**src/rtl/mulu_seq_pkg.sv**
```systemverilog
// Shared constants and helpers for the sequential 6x6 unsigned multiplier:
// controller state encoding, partial-product step count and per-step shifts.
package mulu_seq_pkg;

  localparam int HALF_W_DEF = 3;
  localparam int NUM_STEPS  = 4;
  localparam int STEP_W     = 2;

  typedef enum logic [1:0] {
    ST_IDLE = 2'd0,
    ST_MUL  = 2'd1,
    ST_DONE = 2'd2
  } mulu_state_e;

  // Step order: xl*yl, xl*yh, xh*yl, xh*yh -> bit1 picks the x half, bit0 the y half.
  function automatic logic step_x_high(input logic [STEP_W-1:0] step);
    return step[1];
  endfunction

  function automatic logic step_y_high(input logic [STEP_W-1:0] step);
    return step[0];
  endfunction

  function automatic int step_shift(input logic [STEP_W-1:0] step, input int half_w);
    case (step)
      2'd0:    return 0;
      2'd1:    return half_w;
      2'd2:    return half_w;
      default: return 2 * half_w;
    endcase
  endfunction

endpackage

```
**src/rtl/mulu_x3y3.sv**
```systemverilog
// Combinational unsigned X_WIDTH x Y_WIDTH multiplier core, shared by the
// sequential controller. Optional sign/ready outputs exist for other users.
module mulu_x3y3 #(
  parameter int X_WIDTH   = 3,
  parameter int Y_WIDTH   = 3,
  parameter bit HAS_SIGN  = 1'b0,
  parameter bit HAS_READY = 1'b0
) (
  input  logic [X_WIDTH-1:0]         x_i,
  input  logic [Y_WIDTH-1:0]         y_i,
  output logic [X_WIDTH+Y_WIDTH-1:0] p_o,
  output logic                       sign_o,
  output logic                       ready_o
);

  localparam int P_WIDTH = X_WIDTH + Y_WIDTH;

  assign p_o = P_WIDTH'(x_i) * P_WIDTH'(y_i);

  // Unsigned operands never give a negative product; the core is purely
  // combinational so it is always ready when that output is enabled.
  assign sign_o  = HAS_SIGN & 1'b0;
  assign ready_o = HAS_READY;

endmodule

```
**src/rtl/mulu_x6y6_seq.sv**
```systemverilog
// Sequential 2*HALF_W x 2*HALF_W unsigned multiplier: four partial products
// through one shared HALF_W x HALF_W core, valid/ready on both sides.
//
// Handshake: a transfer happens on a rising edge where valid && ready are both
// high; valid, once raised, stays high with stable data until that transfer.
module mulu_x6y6_seq
  import mulu_seq_pkg::*;
#(
  parameter int HALF_W     = HALF_W_DEF,
  parameter bit EARLY_ZERO = 1'b1
) (
  input  logic                  clk,
  input  logic                  rst,
  input  logic                  in_valid,
  output logic                  in_ready,
  input  logic [2*HALF_W-1:0]   in_x,
  input  logic [2*HALF_W-1:0]   in_y,
  output logic                  out_valid,
  input  logic                  out_ready,
  output logic [4*HALF_W-1:0]   out_p,
  output logic                  busy,
  output logic [1:0]            dbg_state
);

  localparam int OP_W  = 2 * HALF_W;
  localparam int PP_W  = 2 * HALF_W;
  localparam int ACC_W = 4 * HALF_W;
  localparam logic [STEP_W-1:0] LAST_STEP = STEP_W'(NUM_STEPS - 1);

  mulu_state_e         state_q, state_d;
  logic [STEP_W-1:0]   step_q, step_d;
  logic [OP_W-1:0]     x_q, x_d;
  logic [OP_W-1:0]     y_q, y_d;
  logic [ACC_W-1:0]    acc_q, acc_d;

  logic                accept;
  logic                zero_op;
  logic [HALF_W-1:0]   mul_x, mul_y;
  logic [PP_W-1:0]     pp;
  logic [ACC_W-1:0]    pp_shifted;

  mulu_x3y3 #(
    .X_WIDTH   (HALF_W),
    .Y_WIDTH   (HALF_W),
    .HAS_SIGN  (1'b0),
    .HAS_READY (1'b0)
  ) u_mul (
    .x_i     (mul_x),
    .y_i     (mul_y),
    .p_o     (pp),
    .sign_o  (),
    .ready_o ()
  );

  assign accept     = in_valid && in_ready;
  assign zero_op    = (in_x == '0) || (in_y == '0);
  assign pp_shifted = ACC_W'(pp) << step_shift(step_q, HALF_W);

  // State register plus operand/accumulator registers.
  always_ff @(posedge clk or posedge rst) begin
    if (rst) begin
      state_q <= ST_IDLE;
      step_q  <= '0;
      x_q     <= '0;
      y_q     <= '0;
      acc_q   <= '0;
    end else begin
      state_q <= state_d;
      step_q  <= step_d;
      x_q     <= x_d;
      y_q     <= y_d;
      acc_q   <= acc_d;
    end
  end

  // Next state. An accept overrides everything, which also covers the
  // back-to-back case of a DONE handshake and a new operand on one edge.
  always_comb begin
    state_d = state_q;
    step_d  = step_q;
    x_d     = x_q;
    y_d     = y_q;
    acc_d   = acc_q;
    unique case (state_q)
      ST_IDLE: ;
      ST_MUL: begin
        acc_d  = acc_q + pp_shifted;
        step_d = step_q + STEP_W'(1);
        if (step_q == LAST_STEP) state_d = ST_DONE;
      end
      ST_DONE: begin
        if (out_ready) state_d = ST_IDLE;
      end
      default: state_d = ST_IDLE;
    endcase
    if (accept) begin
      x_d     = in_x;
      y_d     = in_y;
      acc_d   = '0;
      step_d  = '0;
      state_d = (EARLY_ZERO && zero_op) ? ST_DONE : ST_MUL;
    end
  end

  // Outputs and the step-driven operand mux into the shared core.
  always_comb begin
    in_ready  = !rst && ((state_q == ST_IDLE) || ((state_q == ST_DONE) && out_ready));
    out_valid = (state_q == ST_DONE);
    busy      = (state_q == ST_MUL);
    out_p     = acc_q;
    dbg_state = state_q;
    mul_x     = step_x_high(step_q) ? x_q[OP_W-1:HALF_W] : x_q[HALF_W-1:0];
    mul_y     = step_y_high(step_q) ? y_q[OP_W-1:HALF_W] : y_q[HALF_W-1:0];
  end

endmodule

```
**config.mk**
```make
export PLATFORM = sky130hd
export DESIGN_NAME = mulu_x6y6_seq
export DESIGN_NICKNAME = d
export VERILOG_FILES = /design/src/rtl/mulu_seq_pkg.sv /design/src/rtl/mulu_x3y3.sv /design/src/rtl/mulu_x6y6_seq.sv
export SDC_FILE = /design/constraint.sdc
export NUM_CORES = 1
export LEC_CHECK = 0
export ABC_AREA = 1
export CAP_MARGIN = 20
export CORE_ASPECT_RATIO = 1.2
export CORE_MARGIN = 4
export CORE_UTILIZATION = 25
export CTS_CLUSTER_SIZE = 10
export DETAILED_ROUTE_END_ITERATION = 8
export PLACE_DENSITY = 0.41
export SETUP_SLACK_MARGIN = 0.15
export SLEW_MARGIN = 20
export SYNTH_ARGS = -nofsm -noshare
export SYNTH_HDL_FRONTEND = slang
export SYNTH_SLANG_ARGS = --single-unit
```
**constraint.sdc**
```tcl
create_clock -name clk -period 3.8 [get_ports clk]
set_input_delay 0.76 -clock clk [delete_from_list [all_inputs] [get_ports clk]]
set_output_delay 0.76 -clock clk [all_outputs]
set_load 0.03 [all_outputs]
```
== Yosys cells after proc, flatten, opt, wreduce, memory -nomap -nowiden ==
Index checks and enable logic that the tools add are counted.
Word-level totals
  bits in registers: 28
  input port bits: 16
  output and inout bits: 17
  logic and storage cells: 42
Operators by class
  $add $sub $neg: 2
  multiply operators: 1
  equal/unequal tests: 8
  shift-type cells: 1
  muxes and demuxes: 12
  reductions and logical operators: 13
Operators by type and width (number)
  $shl 6x32->12: 1
  $mux 12: 2
  $add 12x12->12: 1
  $logic_not 6->1: 2
  $mux 2: 6
  $eq 2x2->1 const B: 3
  $mul 3x3->6: 1
  $mux 3: 2
  $ne 3x1->1 const B: 2
  $pmux 2 s3: 1
  $pmux 3 s2: 1
  $eq 2x1->1 const B: 2
  $logic_not 2->1: 2
  $logic_and 1x1->1: 3
  $reduce_and 3->1: 1
  $add 2x1->2 const B: 1
  $logic_or 1x1->1: 2
  $ne 2x2->1 const B: 1
  $reduce_bool 2->1: 1
  $reduce_or 2->1: 1
  $logic_not 1->1: 1

== Depth between registers and ports, before layout ==
  depth after elaboration: 7
  mapped depth: 29

== Modules after synthesis ==
Synthesis repeated with hierarchy kept, for this count alone.
Second synthesis, totals
  cells, all modules: 351
  area total of the unflattened synthesis: 2364.8 sq um
Modules (own cells, without submodules)
  mulu_x6y6_seq: instances 1, cells an instance 314, area each 2134.5 sq um, seq. area each 700.7 sq um
  mulu_x3y3: instances 1, cells an instance 37, area each 230.2 sq um, seq. area each 0.0 sq um

== Worst setup path before layout ==
OpenSTA, ideal clock, no wires.
  path kind: reg2reg
  start point: register step_q[0]
  end point: register acc_q[11], in the netlist out_p[11]
  data arrival time: 3572 ps
  data required time: 3682 ps
  setup slack: 110 ps
  cell stages (with the launch flop): 25
  path buffers: 0
  cells stage by stage: dfrtp_1 > nand2_1 > o21ai_0 > or2_2 > fa_1 > inv_1 > ha_1 > fa_1 > nand2_1 > nand2_1 > nand2_1 > o21ai_0 > o21ai_0 > mux2i_1 > ha_1 > nand2_1 > inv_1 > nand2_1 > nand2_1 > nand2_1 > nand2_1 > nor2_1 > nand3_1 > nand3_1 > nand2_1
On the way
  cells in the longest elaborated chain, start to end: 7
  elaborated cells between the ends (all ways): 11
Ends and longest elaborated chain
  start: declaration: line mulu_x6y6_seq.sv:31  | logic [STEP_W-1:0] step_q, step_d;
  start signal: assignment: line mulu_x6y6_seq.sv:69  | step_q <= step_d;
  branches (longest 3 deep; another with $mul 3x3->6)
  $shl 6x32->12 *: line mulu_x6y6_seq.sv:57  | assign pp_shifted = ACC_W'(pp) << step_shift(step_q, HALF_W);
  $add 12x12->12 *: line mulu_x6y6_seq.sv:87  | acc_d = acc_q + pp_shifted;
  $mux 12 *: line mulu_x6y6_seq.sv:84  | unique case (state_q)
  $mux 12 *: line mulu_x6y6_seq.sv:96  | if (accept) begin
  end signal: assignment: line mulu_x6y6_seq.sv:66  | acc_q <= '0;
  end signal: assignment: line mulu_x6y6_seq.sv:72  | acc_q <= acc_d;
  end: declaration: line mulu_x6y6_seq.sv:34  | logic [ACC_W-1:0] acc_q, acc_d;
Every way passes the cells marked *. The select of a mux whose other input is x is not followed.
A chain may end at the register's enable or synchronous reset.

== Worst setup path in the final report ==
  start point: register step_q[1]
  end point: register acc_q[11], in the netlist out_p[11]
On the way
  cells in the longest elaborated chain, start to end: 7
  elaborated cells between the ends (all ways): 11
Ends and longest elaborated chain (line)
  branches (longest 3 deep; another with $mul 3x3->6)
  $shl 6x32->12 *: mulu_x6y6_seq.sv:57
  $add 12x12->12 *: mulu_x6y6_seq.sv:87
  $mux 12 *: mulu_x6y6_seq.sv:84
  $mux 12 *: mulu_x6y6_seq.sv:96
Marks and branches as above.

==> metrics <==
fraction of layout cells with a size suffix above 1=27.5%; number of global-route vias before repair=2141; HPWL Detailed=4780 um; Post-synth EDFFs=0; WS Path Type=reg2reg; Worst Setup Start Kind=flip-flop; element type at the critical path end=flip-flop; Gate Count Post-Synth=309; Clock Latency Late Sink=0.29 ns; Synth Warn #=0; total wire length=6160 um; most frequent cells in the layout=71 x nand2_1, 34 x inv_1, 32 x clkdlybuf4s50_1; Layout area overhead=42.6%; Synthesized Nets=346; slew margin rel.=67.3%; die area=0.0104 mm2; Core Rows=37; multiplexer area fraction after synthesis=1.81%; num ports=33; Clock Tree Root=clkbuf_8; Fin. Hold Viols=0; post-synthesis adder-cell area fraction=12.9%; CTS tree=done; Max Freq=265 MHz; RSZ-0062 raised after global routing=true; ys flop type=dfrtp_1; Worst-Margin Slew=0.489 ns; fillcell total=974; hold-fix buffers at CTS=0; drt first pass iters=4; number of max-cap violations=0; post-synthesis compound-gate area fraction=14.8%; Core ar.=0.00861 mm2; Die X-Extent=93.8 um; syn_area_per_cell=7.15 um2; Req. time, crit path=3.99 ns; most frequent CP cell=nand2_2; setup skew after layout=0.00558 ns; largest net degree at the start of global routing=29; commonest non-fill, non-tap cell in the layout=nand2_1; max-slew violations=0; Seq/Total Area, Yosys=31.7%; Post-synth ARST share=100%; H-tree Lvls=1; Cell Area, Synth=0.00221 mm2; status=completed; Final GP Congestion=0.753; xor and xnor fraction of the mapped netlist area=1.98%; CP max stage cell=fa_1; GR Overflow Total=0; die height=111 um; WP data arrival=3.97 ns; routed len/inst=12.6 um; initial antenna violation count=0; Hold WS=0.507 ns; Worst-path clk slew=0.12 ns; Synth cell types=33; CP max FO=6; first-pass GRT wire length=10500 um; part of the cycle the worst path needs=99.4%; worst-case clock buffer depth=2; Num CTS Buffers=3; 1st-iter DRT viols=64; Post-layout nets=409; vias per std cell=4.39; hold crit path type=reg2reg; R2R Setup Slk=0.02 ns; Remaining DRCs=0; Starting Density=25.7%; post-route minimum period=3.78 ns; largest family of logic cells by synthesized area=simple AND/OR/NAND/NOR gates; vias=2144; Inserted Diodes=0; CP max stage delay=0.53 ns; CP Cell Sequence=buf_6, o21ai_4, or2_4, fa_1, inv_1, ha_2, fa_2, inv_2, o21ai_4, mux2i_2, buf_4, o21ai_4, ha_4, nand2_2, nand2_2, nand2_2, nand2_2, nand2_1, nand2_1, nor2_2, nand3_1, nand3_1, nand2_1; Detail Route Antenna Nets=0; Sink Count=28; FF+latch count, synth=28; setup violators final=0; all-layer global routing usage=12.5%; buffers added on ports=32; Simple-Gate Fraction of Synth Area=26.8%
==> flip-flops by register name, summed over array words and instances, names as in the netlist <==
name and cells:
y_q 6, step_q 2, dbg_state 2, x_q 6, out_p 12
==> critical path: cells and delay by family, from the launching register on <==
kind                     cells  cell delay, ns
AO/OA/AOI/OAI                3            0.37
adder cells (fa/ha/maj)      4            1.47
buffers and inverters        4            0.37
flip-flops                   1            0.45
multiplexers                 1            0.11
AND/OR/NAND/NOR             11            0.89
==> worst paths after layout <==
path	cells past startpoint	from	to
setup / recovery	23	step_q[1]	out_p[11]
hold / removal	2	y_q[4]	y_q[4]
setup reg to reg	23	step_q[1]	out_p[11]
hold reg to reg	2	y_q[4]	y_q[4]
max in group asynchronous	3	rst	step_q[0]
min in group asynchronous	3	rst	out_p[10]
==> cells in the mapped netlist (all sizes together), types with 2 or more instances <==
library cell / number / area share, %
ha: 18 / 10
inv: 42 / 7.1
o22ai: 2 / 0.57
xnor2: 3 / 1.2
o21ai: 37 / 8.9
xor2: 2 / 0.79
a22o: 2 / 0.79
nand4: 5 / 1.4
dfrtp: 28 / 32
a21o: 3 / 1.0
nand3: 15 / 3.4
a21oi: 9 / 2.2
nor2: 29 / 4.9
fa: 3 / 2.7
buf: 6 / 2.0
mux2i: 4 / 1.8
o21bai: 2 / 0.68
nand2: 90 / 16
or2: 4 / 1.1
==> metal layers <==
metal / GRT usage [%] / part of all wire, %
met1: 14.5 / 41
met2: 23.9 / 55
met3: 1.49 / 2.8
met4: 3.08 / 0.96
met5: 0 / 0
==> cell type report <==
class                           count  area [um2]  area share [%]
Inverter                           43         161            5.12
Sequential cell                    28         703            22.3
Multi-Input combinational cell    231        1510            47.8
Timing Repair Buffer               65         579            18.4
Clock buffer                        4        55.1            1.75
Tap cell                          117         146            4.65
==> kinds of logic after synthesis <==
kind of cell	count (synthesis)
xor+xnor	5
compound gates	57
buf+inv	50
fa+ha+maj	21
flops	28
mux	4
simple gates	144
==> timing repair <==
item / CTS / global route
setup endpoints to repair: 8 / 8
setup buffers: 5 / 2
gates resized for setup: 44 / 24
pin swaps: 27 / 15
==> stage by stage <==
| stage | std cells | setup WS (ns) | utilization (%) | instance area, um2 | setup TNS [ns] |
|---|---|---|---|---|---|
| after global placement | 477 | -0.342 | 32.7 | 2810 | -1.67 |
| after detailed placement | 477 | -0.382 | 32.7 | 2810 | -2.05 |
| after global routing | 488 | -0.238 | 36.6 | 3150 | -1.39 |
| after CTS | 486 | -0.0687 | 35.6 | 3060 | -0.137 |
| final | 488 | 0.0237 | 36.6 | 3150 | 0 |
| after floorplan | 309 | 0.161 | - | 2210 | 0 |
Power is left out: the tool's default activity adds up to more than one toggle a clock period on the data nets, which glitch-free logic cannot reach.
